$ cat config.mk
export PLATFORM = sky130hd
export DESIGN_NAME = ifu_axil_fetch
export DESIGN_NICKNAME = d
export VERILOG_FILES = /design/src/rtl/ifu_axil_fetch.sv
export SDC_FILE = /design/constraint.sdc
export NUM_CORES = 1
export LEC_CHECK = 0
export CAP_MARGIN = 20
export CORE_UTILIZATION = 41
export CTS_BUF_LIST = sky130_fd_sc_hd__clkbuf_2
export CTS_CLUSTER_SIZE = 30
export DETAILED_ROUTE_END_ITERATION = 10
export PLACE_DENSITY = 0.86
export RECOVER_POWER = 100
export REMOVE_ABC_BUFFERS = 1
export SYNTH_ARGS = -nofsm -noshare
export SYNTH_HDL_FRONTEND = slang
export SYNTH_SLANG_ARGS = --single-unit
$ cat constraint.sdc
create_clock -name clk -period 2.3 [get_ports clk]
set_input_delay 0.345 -clock clk [delete_from_list [all_inputs] [get_ports clk]]
set_output_delay 0.345 -clock clk [all_outputs]
set_load 0.005 [all_outputs]
$ cat src/rtl/ifu_axil_fetch.sv
// Instruction-fetch AXI4-Lite read master: one AR/R per instruction, handed to the IDU over
// valid/ready, then waits for write-back to supply the next PC. Watchdog aborts stalled fetches.
module ifu_axil_fetch #(
   parameter int unsigned        ADDR_W   = 32,
   parameter int unsigned        DATA_W   = 32,
   parameter logic [ADDR_W-1:0]  RESET_PC = ADDR_W'(32'h8000_0000),
   parameter int unsigned        TIMEOUT  = 255
) (
   input  logic                clk,
   input  logic                rst_n,
   input  logic                pc_valid,
   input  logic [ADDR_W-1:0]   pc_in,
   output logic                pc_ready,
   output logic                inst_valid,
   input  logic                inst_ready,
   output logic [DATA_W-1:0]   inst,
   output logic [ADDR_W-1:0]   inst_pc,
   output logic                inst_err,
   output logic [ADDR_W-1:0]   araddr,
   output logic                arvalid,
   input  logic                arready,
   input  logic [DATA_W-1:0]   rdata,
   input  logic [1:0]          rresp,
   input  logic                rvalid,
   output logic                rready,
   output logic [ADDR_W-1:0]   awaddr,
   output logic                awvalid,
   input  logic                awready,
   output logic [DATA_W-1:0]   wdata,
   output logic [DATA_W/8-1:0] wstrb,
   output logic                wvalid,
   input  logic                wready,
   input  logic [1:0]          bresp,
   input  logic                bvalid,
   output logic                bready
);

   localparam logic [DATA_W-1:0] NOP = DATA_W'(32'h0000_0013);

   typedef enum logic [2:0] {StBoot, StAddr, StData, StOut, StWait} state_e;

   state_e              state_q, state_d;
   logic [ADDR_W-1:0]   pc_q, pc_d;
   logic [7:0]          cnt_q, cnt_d;
   logic                drain_q, drain_d;
   logic [DATA_W-1:0]   inst_q, inst_d;
   logic [ADDR_W-1:0]   inst_pc_q, inst_pc_d;
   logic                inst_err_q, inst_err_d;
   logic                timeout;

   // Write channels are never used by the fetch path.
   logic unused_inputs;
   assign unused_inputs = ^{awready, wready, bresp, bvalid};

   assign awaddr  = '0;
   assign awvalid = 1'b0;
   assign wdata   = '0;
   assign wstrb   = '0;
   assign wvalid  = 1'b0;
   assign bready  = 1'b0;

   // A pending dropped beat keeps the next AR off the bus and keeps rready high.
   assign arvalid    = (state_q == StAddr) && !drain_q;
   assign rready     = (state_q == StData) || drain_q;
   assign inst_valid = (state_q == StOut);
   assign pc_ready   = (state_q == StWait);
   assign araddr     = arvalid ? pc_q : '0;
   assign inst       = inst_q;
   assign inst_pc    = inst_pc_q;
   assign inst_err   = inst_err_q;

   assign timeout = (cnt_q == 8'(TIMEOUT));

   always_comb begin
      state_d    = state_q;
      pc_d       = pc_q;
      cnt_d      = cnt_q;
      drain_d    = drain_q;
      inst_d     = inst_q;
      inst_pc_d  = inst_pc_q;
      inst_err_d = inst_err_q;

      if (drain_q && rvalid) begin
         drain_d = 1'b0;
      end

      unique case (state_q)
         StBoot: begin
            state_d = StAddr;
            cnt_d   = '0;
         end
         StAddr: begin
            cnt_d = cnt_q + 8'd1;
            if (arvalid && arready) begin
               state_d = StData;
            end else if (timeout) begin
               state_d    = StOut;
               inst_d     = NOP;
               inst_pc_d  = pc_q;
               inst_err_d = 1'b1;
            end
         end
         StData: begin
            cnt_d = cnt_q + 8'd1;
            if (rvalid) begin
               state_d    = StOut;
               inst_d     = (rresp == 2'b00) ? rdata : NOP;
               inst_pc_d  = pc_q;
               inst_err_d = (rresp != 2'b00);
            end else if (timeout) begin
               state_d    = StOut;
               inst_d     = NOP;
               inst_pc_d  = pc_q;
               inst_err_d = 1'b1;
               drain_d    = 1'b1;
            end
         end
         StOut: begin
            if (inst_ready) begin
               state_d = StWait;
            end
         end
         StWait: begin
            if (pc_valid) begin
               pc_d    = pc_in;
               cnt_d   = '0;
               state_d = StAddr;
            end
         end
         default: state_d = StBoot;
      endcase
   end

   always_ff @(posedge clk) begin
      if (!rst_n) begin
         state_q    <= StBoot;
         pc_q       <= RESET_PC;
         cnt_q      <= '0;
         drain_q    <= 1'b0;
         inst_q     <= '0;
         inst_pc_q  <= '0;
         inst_err_q <= 1'b0;
      end else begin
         state_q    <= state_d;
         pc_q       <= pc_d;
         cnt_q      <= cnt_d;
         drain_q    <= drain_d;
         inst_q     <= inst_d;
         inst_pc_q  <= inst_pc_d;
         inst_err_q <= inst_err_d;
      end
   end

endmodule
==> results.sh <==
export IMPL_cp_buffers_inverters=5
export IMPL_max_slew_margin=0.534
export IMPL_commonest_non_fill_non_tap_cells_in_the_layout="132 x sky130_fd_sc_hd__nand2_1, 108 x sky130_fd_sc_hd__dfxtp_1, 72 x sky130_fd_sc_hd__clkdlybuf4s50_1"
export IMPL_p_total_mw=3.30
export IMPL_synth_cell_type_count=39
export IMPL_power_frac_seq=0.584
export IMPL_timing_reg2reg_worst_path_depth=6
export IMPL_cts_max_path_buffers=2
export IMPL_tightest_slew_ns=0.699
export IMPL_coreArea_um2=11500
export IMPL_power_per_cell_area_nw_per_um2=499
export IMPL_cellInternalPower_mw=2.43
export IMPL_setup_worst_path_start_class="flop"
export IMPL_clk_insertion_delay_late_ns=0.56
export IMPL_die_h_um=111
export IMPL_crit_path_end="araddr[21]"
export IMPL_path_delay_family="buffers and inverters"
export IMPL_max_freq_ghz=0.433
export IMPL_critical_path_endpoint_type="output pin"
export IMPL_place_area_um2=6430
export IMPL_final_instance_count_excl_fill=874
export IMPL_synth_yosys_seq_area_share=0.450
export IMPL_wirelength_um=12400
export IMPL_ys_warnings=0
export IMPL_finalNetCount=806
export IMPL_filler_cell_count_in_the_final_layout=1016
export IMPL_drtIter0Drc=319
export IMPL_hold_critical_path_depth=2
export IMPL_pin_count_of_the_biggest_net_entering_global_routing=67
export IMPL_gp_routability_congestion=0.828
export IMPL_violations="setup timing"
export IMPL_timing_max_cap_violations=0
export IMPL_io_buffer_count=172
export IMPL_finalHoldViolations=0
export IMPL_ys_flop_type="sky130_fd_sc_hd__dfxtp_1"
export IMPL_final_layout_size_suffix_gt1_frac=0.114
export IMPL_fin_area_um2=6630
export IMPL_routed_wire_length_per_instance_um=14.1
export IMPL_reg2reg_setup_slack_ns=0.07
export IMPL_leakagePower_nw=2.83
export IMPL_crit_start="state_q[1]"
export IMPL_run_status="complete, but fails checks"
export IMPL_drtAntennaViolNets=0
export IMPL_sw_frac_of_total=0.264
export IMPL_post_syn_instances=553
export IMPL_gr_total_overflow=0
export IMPL_crit_type="reg2out"
export IMPL_critical_path_slowest_cell="sky130_fd_sc_hd__dfxtp_4"
export IMPL_cp_depth=7
export IMPL_cts_tree="done"
export IMPL_cell_seen_most_often_among_critical_path_stages="sky130_fd_sc_hd__buf_6"
export IMPL_cts_made_buffers=9
export IMPL_irDropWorstVdd_v=0.000237
export IMPL_area_growth_pct=36.8
export IMPL_tritoncts_num_sinks=109
export IMPL_initial_antenna_violation_count=0
export IMPL_combinationalPowerShare=0.165
export IMPL_io_pins=249
export IMPL_rsz0062_at_grt="yes"
export IMPL_die_width_um=111
export IMPL_drt_drc_violations_left=0
export IMPL_r2r_start="cnt_q[0]"
export IMPL_routed_vias=4208
export IMPL_dp_hpwl_um=8620
export IMPL_antenna_cells=0
export IMPL_place_detailed_instances=846
export IMPL_synth_edff_count=0
export IMPL_via_count_of_the_first_global_routing_pass=3944
export IMPL_clk_root_buffer_cell="sky130_fd_sc_hd__clkbuf_2"
export IMPL_yosys_register_bits=109
export IMPL_global_route_usage_total=0.198
export IMPL_worst_setup_slack_after_layout_ns=-0.0118
export IMPL_drtPass1Iterations=4
export IMPL_holdCritPathClass="in2reg"
export IMPL_final_max_slew_violation_count=0
export IMPL_synth_async_sr_flop_share=0
export IMPL_fin_hold_ws_ns=0.0786
export IMPL_p_sw_mw=0.872
export IMPL_initial_utilization=0.422
export IMPL_synthesis_area_um2=4840
export IMPL_design_die_area_um2=12300
export IMPL_critPathMaxStageDelay_ns=0.41
export IMPL_grt_pass1_wl_um=19700
export IMPL_reg2reg_to="inst[12]"
export IMPL_syn_avg_cell_area_um2=8.76
export IMPL_max_clock_skew_ns=0.0299
export IMPL_worstPathCellList="nor4b_4 > buf_6 > buf_6 > buf_6 > buf_6 > and2_4 > buf_6"
export IMPL_mostFrequentLayoutCell="sky130_fd_sc_hd__nand2_1"
export IMPL_final_period_minus_worst_setup_slack_ns=2.31
export IMPL_rows=39
export IMPL_power_share_clock=0.251
export IMPL_post_place_ws_ns=0.216
export IMPL_worstPathArrival_ns=1.97
export IMPL_final_min_period_over_clock_period=1.01
export IMPL_setup_violations_final=1
export IMPL_cp_required_ns=1.96
export IMPL_drt_vias_per_instance=4.81
export IMPL_timing_critical_path_fanout_max=6
export IMPL_ctsHtreeMaxLevel=3
export IMPL_clkSlewWorstSetupHoldPaths_ns=0.26
## cell usage after synthesis, drive strengths merged (4+ instances only)
cell type	instances	area, um2
a21oi	37	185
a22o	29	254
a31oi	4	25.0
and2	33	206
dfxtp	109	2180
nand2	133	499
mux2i	34	340
nand2b	5	31.3
buf	85	626
nand3	13	65.1
nor2	10	37.5
clkbuf	22	82.6
nor2b	4	25.0
## power groups by stage
stage	clock network, mW	registers [mW]	logic (mW)
global route	0.924	1.93	0.588
detailed placement	0	1.97	0.418
global placement	0	1.96	0.407
floorplan	0	1.97	0.161
CTS	0.861	1.93	0.555
finish	0.828	1.93	0.547
## kinds of logic after synthesis
kind of cell | Yosys count | share of synthesized area
buf+inv | 109 | 0.148
other cells | 1 | 0.000774
compound gates | 84 | 0.123
simple gates | 213 | 0.201
flops | 109 | 0.450
xor+xnor | 1 | 0.00181
fa+ha+maj | 1 | 0.00258
mux | 35 | 0.0726
## worst min-delay path by stage
stage,start,slack [ns],end
after global placement,inst_pc[3],0.44,inst_pc[3]
after floorplan,rst_n,0.42,pc_q[31]
final,rst_n,0.08,inst_err
after CTS,rst_n,0.02,inst_err
after global routing,rst_n,0.02,inst_err
after detailed placement,inst_pc[27],0.45,inst_pc[27]
## cell type report
cell class | instances | area, um2 | share of cell area
Sequential cell | 109 | 2190 | 0.330
Inverter | 2 | 7.51 | 0.00113
Multi-Input combinational cell | 405 | 2240 | 0.338
Clock inverter | 5 | 53.8 | 0.00812
Timing Repair Buffer | 201 | 1920 | 0.289
Clock buffer | 9 | 45.0 | 0.00680
Tap cell | 143 | 179 | 0.0270
## metal layers
metal  track usage  up-vias  share of wire
met5             0        -              0
met4        0.0631        0          0.012
met3        0.0492       14          0.069
met2         0.347      197           0.50
met1         0.236     1950           0.42
li1              -     2047              -
## metrics by stage
stage | setup TNS [ns] | util
6_report | -0.0118 | 0.578
5_1_grt | -2.78 | 0.578
4_1_cts | -1.06 | 0.583
3_5_place_dp | 0 | 0.561
3_3_place_gp | 0 | 0.561
2_1_floorplan | -109.66 | -
## sequential cells by signal, indices dropped and copies added, names as in the netlist
| signal | flops |
|---|---|
| cnt_q | 8 |
| drain_q | 1 |
| inst | 32 |
| inst_err | 1 |
| inst_pc | 32 |
| pc_q | 32 |
| state_q | 3 |
## what timing repair did
item | CTS | global route
pin swaps | 4 | 3
endpoints found under the setup margin | 36 | 34
resized for setup | 89 | 45
hold buffers | 0 | 0
cloned | 2 | 0
buffers inserted | 11 | 3
Note: power is estimated with default switching activity, not from simulation.
